$ cat src/rtl/set_lattice_counter_pkg.sv
// Shared definitions for the lattice-point counter: mode codes, FSM encoding
// and a popcount helper for the exact-k set expressions.
package set_lattice_pkg;

  localparam logic [2:0] MODE_A       = 3'd0;
  localparam logic [2:0] MODE_AND_AB  = 3'd1;
  localparam logic [2:0] MODE_XOR_AB  = 3'd2;
  localparam logic [2:0] MODE_TWO_ABC = 3'd3;
  localparam logic [2:0] MODE_OR_ALL  = 3'd4;
  localparam logic [2:0] MODE_AND_ALL = 3'd5;
  localparam logic [2:0] MODE_ONE_ALL = 3'd6;
  localparam logic [2:0] MODE_RSVD    = 3'd7;

  localparam logic [1:0] ST_IDLE = 2'd0;
  localparam logic [1:0] ST_SCAN = 2'd1;
  localparam logic [1:0] ST_DONE = 2'd2;

  function automatic logic [3:0] popcount(input logic [7:0] v);
    logic [3:0] n;
    n = '0;
    for (int i = 0; i < 8; i++) n = n + {3'b000, v[i]};
    return n;
  endfunction

endpackage

$ cat src/rtl/set_lattice_counter_if.sv
// Job interface of the lattice counter: circle/mode configuration in,
// busy/valid/candidate status out.
interface set_lattice_counter_if #(
  parameter int COORD_W  = 4,
  parameter int NUM_SETS = 3,
  parameter int CNT_W    = 8
);
  logic                           en;
  logic [NUM_SETS*2*COORD_W-1:0]  central;
  logic [NUM_SETS*COORD_W-1:0]    radius;
  logic [2:0]                     mode;
  logic                           busy;
  logic                           valid;
  logic [CNT_W-1:0]               candidate;

  modport master (output en, central, radius, mode, input busy, valid, candidate);
  modport slave  (input en, central, radius, mode, output busy, valid, candidate);
endinterface

$ cat src/rtl/set_lattice_counter_member_check.sv
// Combinational circle membership: (dx^2 + dy^2) <= r^2 with one spare bit so
// the sum of squares never overflows.
module set_member_check #(
  parameter int COORD_W = 4
) (
  input  logic [COORD_W-1:0] i_x,
  input  logic [COORD_W-1:0] i_y,
  input  logic [COORD_W-1:0] i_cx,
  input  logic [COORD_W-1:0] i_cy,
  input  logic [COORD_W-1:0] i_r,
  output logic               o_member
);
  localparam int SQ_W = 2*COORD_W + 1;

  logic [COORD_W-1:0] w_dx, w_dy;
  logic [SQ_W-1:0]    w_dx_ext, w_dy_ext, w_r_ext;
  logic [SQ_W-1:0]    w_dist2, w_r2;

  assign w_dx     = (i_x >= i_cx) ? (i_x - i_cx) : (i_cx - i_x);
  assign w_dy     = (i_y >= i_cy) ? (i_y - i_cy) : (i_cy - i_y);
  assign w_dx_ext = {{(COORD_W+1){1'b0}}, w_dx};
  assign w_dy_ext = {{(COORD_W+1){1'b0}}, w_dy};
  assign w_r_ext  = {{(COORD_W+1){1'b0}}, i_r};
  assign w_dist2  = w_dx_ext * w_dx_ext + w_dy_ext * w_dy_ext;
  assign w_r2     = w_r_ext * w_r_ext;
  assign o_member = (w_dist2 <= w_r2);
endmodule

$ cat src/rtl/set_lattice_counter.sv
// Scans a GRID x GRID lattice one point per cycle and counts the points that
// satisfy the selected set expression over NUM_SETS circles.
//   state   | meaning
//   ST_IDLE | waiting for en; candidate holds last result
//   ST_SCAN | visiting (x,y), x inner, accumulating hits
//   ST_DONE | one-cycle valid pulse with final count
module set_lattice_counter
  import set_lattice_pkg::*;
#(
  parameter int GRID     = 8,
  parameter int COORD_W  = 4,
  parameter int NUM_SETS = 3,
  parameter int CNT_W    = 8
) (
  input logic                 clk,
  input logic                 rst,
  set_lattice_counter_if.slave bus
);
  localparam logic [COORD_W-1:0] GRID_C = COORD_W'(GRID);
  localparam logic [COORD_W-1:0] ONE_C  = COORD_W'(1);

  logic [1:0]                    r_state;
  logic [COORD_W-1:0]            r_x, r_y;
  logic [NUM_SETS*2*COORD_W-1:0] r_central;
  logic [NUM_SETS*COORD_W-1:0]   r_radius;
  logic [2:0]                    r_mode;
  logic [CNT_W-1:0]              r_cnt;
  logic [NUM_SETS-1:0]           w_m;
  logic                          w_hit;

  // Set 0 sits in the most significant slot of the packed buses.
  for (genvar gi = 0; gi < NUM_SETS; gi++) begin : g_set
    localparam int SLOT = NUM_SETS - 1 - gi;
    set_member_check #(.COORD_W(COORD_W)) u_chk (
      .i_x      (r_x),
      .i_y      (r_y),
      .i_cx     (r_central[(2*SLOT+1)*COORD_W +: COORD_W]),
      .i_cy     (r_central[2*SLOT*COORD_W +: COORD_W]),
      .i_r      (r_radius[SLOT*COORD_W +: COORD_W]),
      .o_member (w_m[gi])
    );
  end

  always_comb begin
    w_hit = 1'b0;
    case (r_mode)
      MODE_A:       w_hit = w_m[0];
      MODE_AND_AB:  w_hit = w_m[0] & w_m[1];
      MODE_XOR_AB:  w_hit = w_m[0] ^ w_m[1];
      MODE_TWO_ABC: w_hit = (popcount(8'(w_m[2:0])) == 4'd2);
      MODE_OR_ALL:  w_hit = |w_m;
      MODE_AND_ALL: w_hit = &w_m;
      MODE_ONE_ALL: w_hit = (popcount(8'(w_m)) == 4'd1);
      default:      w_hit = 1'b0;
    endcase
  end

  always_ff @(posedge clk) begin
    if (rst) begin
      r_state   <= ST_IDLE;
      r_x       <= ONE_C;
      r_y       <= ONE_C;
      r_central <= '0;
      r_radius  <= '0;
      r_mode    <= MODE_A;
      r_cnt     <= '0;
    end else begin
      case (r_state)
        ST_IDLE: begin
          if (bus.en) begin
            r_central <= bus.central;
            r_radius  <= bus.radius;
            r_mode    <= bus.mode;
            r_cnt     <= '0;
            r_state   <= ST_SCAN;
          end
        end
        ST_SCAN: begin
          if (w_hit) r_cnt <= r_cnt + CNT_W'(1);
          if (r_x == GRID_C) begin
            r_x <= ONE_C;
            if (r_y == GRID_C) begin
              r_y     <= ONE_C;
              r_state <= ST_DONE;
            end else begin
              r_y <= r_y + ONE_C;
            end
          end else begin
            r_x <= r_x + ONE_C;
          end
        end
        ST_DONE: r_state <= ST_IDLE;
        default: r_state <= ST_IDLE;
      endcase
    end
  end

  assign bus.busy      = (r_state != ST_IDLE);
  assign bus.valid     = (r_state == ST_DONE);
  assign bus.candidate = r_cnt;
endmodule

$ cat src/flat_wrapper.sv
// flat-port wrapper written by rule: the top's interface ports become plain ports
module set_lattice_counter_flat import set_lattice_pkg::*;
#(
  parameter int GRID     = 8,
  parameter int COORD_W  = 4,
  parameter int NUM_SETS = 3,
  parameter int CNT_W    = 8
)
  (clk, rst, bus_en, bus_central, bus_radius, bus_mode, bus_busy, bus_valid, bus_candidate);
  set_lattice_counter_if #(.COORD_W(COORD_W), .NUM_SETS(NUM_SETS), .CNT_W(CNT_W)) bus_i ();
  input logic clk;
  input logic rst;
  input wire logic [$bits(bus_i.en)-1:0] bus_en;
  input wire logic [$bits(bus_i.central)-1:0] bus_central;
  input wire logic [$bits(bus_i.radius)-1:0] bus_radius;
  input wire logic [$bits(bus_i.mode)-1:0] bus_mode;
  output wire logic [$bits(bus_i.busy)-1:0] bus_busy;
  output wire logic [$bits(bus_i.valid)-1:0] bus_valid;
  output wire logic [$bits(bus_i.candidate)-1:0] bus_candidate;
  assign bus_i.en = bus_en;
  assign bus_i.central = bus_central;
  assign bus_i.radius = bus_radius;
  assign bus_i.mode = bus_mode;
  assign bus_busy = bus_i.busy;
  assign bus_valid = bus_i.valid;
  assign bus_candidate = bus_i.candidate;
  set_lattice_counter #(.GRID(GRID), .COORD_W(COORD_W), .NUM_SETS(NUM_SETS), .CNT_W(CNT_W)) u_core (.clk(clk), .rst(rst), .bus(bus_i));
endmodule
$ cat config.mk
export PLATFORM = sky130hd
export DESIGN_NAME = set_lattice_counter_flat
export DESIGN_NICKNAME = d
export VERILOG_FILES = /design/src/rtl/set_lattice_counter_pkg.sv /design/src/rtl/set_lattice_counter_if.sv /design/src/rtl/set_lattice_counter_member_check.sv /design/src/rtl/set_lattice_counter.sv /design/src/flat_wrapper.sv
export SDC_FILE = /design/constraint.sdc
export NUM_CORES = 1
export LEC_CHECK = 0
export ABC_AREA = 1
export CORE_ASPECT_RATIO = 0.75
export CORE_MARGIN = 5
export CORE_UTILIZATION = 62
export DETAILED_ROUTE_END_ITERATION = 7
export PLACE_DENSITY = 0.92
export SYNTH_ARGS = -nofsm -noshare
export SYNTH_HDL_FRONTEND = slang
export SYNTH_HIERARCHICAL = 1
export SYNTH_SLANG_ARGS = --single-unit
export TNS_END_PERCENT = 50
$ cat constraint.sdc
create_clock -name clk -period 8.5 [get_ports clk]
set_input_delay 0.85 -clock clk [delete_from_list [all_inputs] [get_ports clk]]
set_output_delay 0.85 -clock clk [all_outputs]
set_load 0.02 [all_outputs]
==> summary.md, run 1 <==
| Metric | Value |
|---|---|
| Critical path type | `register to register` |
| Largest net degree at the start of global routing | `51` |
| DR pass1 iterations | `6` |
| Final nets | `1334` |
| Largest buffer count on any clock path | `2` |
| YS warnings | `6` |
| Drt wl/cell | `13.2 microns` |
| Vias in the first global route | `6638` |
| ANT nets after route | `0` |
| Rows | `35` |
| CTS sink count | `57` |
| Hold Crit Depth | `2` |
| Post-Syn Instances | `1067` |
| Fmax | `0.134 GHz` |
| Max incr delay on CP | `0.71 ns` |
| Starting DRT DRC Count | `500` |
| Min Hold Slack | `0.489 ns` |
| I/O pin count | `52` |
| CTS tree | `built` |
| CTS H-tree depth | `3` |
| Post-synth ARST share | `0%` |
| Post-CTS Resized | `0` |
| Antenna violations before repair | `0` |
| Synth Net Count | `1291` |
| Post-synth EDFFs | `0` |
| Antenna fix cells | `0` |
| Worst-path clk slew | `0.06 ns` |
| Area of the die | `14900 sq um` |
| Seq/Total Area, Yosys | `14.7%` |
| Setup bufs post-CTS | `0` |
| DR vias | `6742` |
| Slowest CP cell | `dfxtp_1` |
| Top_reg_cell synth | `dfxtp_1` |
| DRC errors left | `0` |
| Period minus WS final | `7.48 ns` |
| CP top delay family | `adder cells` |
| R2R setup slack | `1.02 ns` |
| Final Hold Viols | `0` |
| Yosys cell types | `38` |
| Vias per std cell | `5.26` |
| Path depth of the worst reg2reg path | `39` |
| Final TNS setup | `0 ns` |
| First-pass GRT wire length | `29300 microns` |
| Die X | `139 microns` |
| HPWL after DPL | `13200 microns` |
| Worst Path Buf+Inv | `7` |
| Unrepaired setup endpoints after global routing | `false` |
| Starting density of the core | `63.4%` |
| Hold buffers post-CTS | `0` |
| Area Overhead vs Synth | `11.2%` |
| Fillers | `912` |
| Crit path max fanout | `12` |
| Mapped Avg Cell Area | `7.28 sq um` |
| Final count of pins violating max slew | `0` |
| WP depth | `39` |
| Headroom to the max-slew limit | `49.7%` |
| Most frequent CP cell | `nand2_1` |
| Cts bufs inserted | `9` |
| # port buffers | `51` |
| Final cycle utilization of the critical path | `88.0%` |
| #FFs+latches synth | `57` |
| Max-cap violations | `0` |
| Core Region | `12300 sq um` |
| Setup violators final | `0` |
| Root Buffer | `clkbuf_16` |
| CP required | `8.77 ns` |
| Gr ovfl total | `0` |
| GP Congestion | `0.904` |
| Clock Skews | `0.00506 ns` |
| CP Capture Type | `register` |
| Fraction of layout cells with a size suffix above 1 | `8.88%` |
| Outcome | `finished clean` |
| Die Height | `107 microns` |
| Worst skew pair latency | `0.33 ns` |
| Tot GR Track Use | `23.2%` |
| Arrival time at the worst endpoint | `7.75 ns` |
| Mapped cell area | `7770 sq um` |
| Crit start category | `register` |
| Hold Path Class | `register to register` |
| Routed WL | `17000 microns` |
| Tightest Pin Transition | `0.754 ns` |
layout by cell type (no fill, tap or decap), types with 4 or more instances in the layout:
cell type,Yosys,final
dfxtp_1,57,57
nand2_4,4,4
a21oi_2,7,7
nand2_2,14,14
clkbuf_16,0,9
a21oi_1,35,35
o21bai_1,8,8
nand4_1,10,10
inv_1,201,201
a21oi_4,6,6
xor2_1,28,28
nor2_2,4,4
nand2_1,168,168
clkdlybuf4s50_1,0,51
nand3_1,57,57
ha_1,133,133
nor2_1,145,145
o21ai_2,8,8
o21ai_1,6,6
xnor2_1,12,12
nor3_1,4,4
inv_2,24,24
o21ai_0,44,44
nor2_4,4,4
fa_1,49,49
final cells by class:
type                            count  area [sq um]  area share, %
Timing Repair Buffer               53           526           6.08
Multi-Input combinational cell    762          5630           65.1
Clock inverter                      6          42.5          0.492
Tap cell                          166           208           2.40
Sequential cell                    57          1140           13.2
Inverter                          227           857           9.92
Clock buffer                       10           239           2.77
final timing paths:
check                             to                 from
max          u_core/bus.candidate[1]        u_core/r_x[1]
min              u_core/r_central[7]  u_core/r_central[7]
max reg2reg  u_core/bus.candidate[1]        u_core/r_x[1]
min reg2reg      u_core/r_central[7]  u_core/r_central[7]
synth_stat cells (6+ instances only):
library cell / number / area share [%]
nor2_1: 145 / 7.0
o21bai_1: 8 / 0.77
clkbuf_1: 7 / 0.34
nand2_1: 168 / 8.1
o21ai_0: 44 / 2.8
buf_2: 6 / 0.39
dfxtp_1: 57 / 15
ha_1: 133 / 21
o21ai_2: 8 / 0.90
xor2_1: 28 / 3.2
o21ai_1: 6 / 0.39
inv_2: 24 / 1.2
a21oi_2: 7 / 0.79
nand3_1: 57 / 3.7
a21oi_4: 6 / 1.3
inv_1: 201 / 9.7
nand2_2: 14 / 1.1
xnor2_1: 12 / 1.4
nand4_1: 10 / 0.81
buf_6: 7 / 1.0
fa_1: 49 / 13
a21oi_1: 35 / 2.3
sequential cells by signal, summed over array words and instances, names as in the netlist:
register,cells
u_core/r_state,2
u_core/r_mode,3
u_core/bus.candidate,8
u_core/r_radius,12
u_core/r_y,4
u_core/r_central,24
u_core/r_x,4
per-layer routing:
layer	GRT usage, %	part of all wire, %	vias to the layer above
met3	3.83	5.1	32
li1	-	-	3402
met1	30.2	46	3122
met4	6.22	1.9	0
met2	40.2	47	186
met5	0	0	-
stage by stage:
step                worst slack, ns  util (%)  cell area, sq um  instances
finish                         1.02      70.5              8640       1281
global route                  0.477      70.5              8640       1281
CTS                            1.02      70.5              8640       1281
detailed placement             1.08      68.2              8360       1265
global placement               1.33      68.2              8360       1265
floorplan                      1.75         -              7770       1067
cells by family (layout without fill, tap and decap cells):
group / count (synthesis) / after routing / synth area share (%)
AO/OA/AOI/OAI: 123 / 123 / 10.4
XOR/XNOR: 40 / 40 / 4.51
adder cells (fa/ha/maj): 182 / 182 / 34.0
buffers and inverters: 248 / 296 / 12.9
flip-flops: 57 / 57 / 14.7
AND/OR/NAND/NOR: 417 / 417 / 23.5
worst reg2reg max path: cells and delay by family, from the launching register on:
| kind | cells | cell delay (ns) |
|---|---|---|
| simple gates | 21 | 1.64 |
| fa+ha+maj | 9 | 3.95 |
| flops | 1 | 0.71 |
| compound gates | 2 | 0.44 |
| buf+inv | 7 | 0.68 |
Power of run 1 is left out: the tool's default activity adds up to more than one toggle a clock period on the data nets, which glitch-free logic cannot reach.
==> inputs of run 2 (changes only) <==
--- a/config.mk
+++ b/config.mk
@@ -9,6 +9,7 @@
 export CORE_ASPECT_RATIO = 0.75
 export CORE_MARGIN = 5
 export CORE_UTILIZATION = 62
+export CTS_CLUSTER_DIAMETER = 60
 export DETAILED_ROUTE_END_ITERATION = 7
 export PLACE_DENSITY = 0.92
 export SYNTH_ARGS = -nofsm -noshare
==> results of run 2 <==
Same layout as run 1: the final DEF is identical, and so are final timing and power.
Power of run 2 is left out for the same reason.
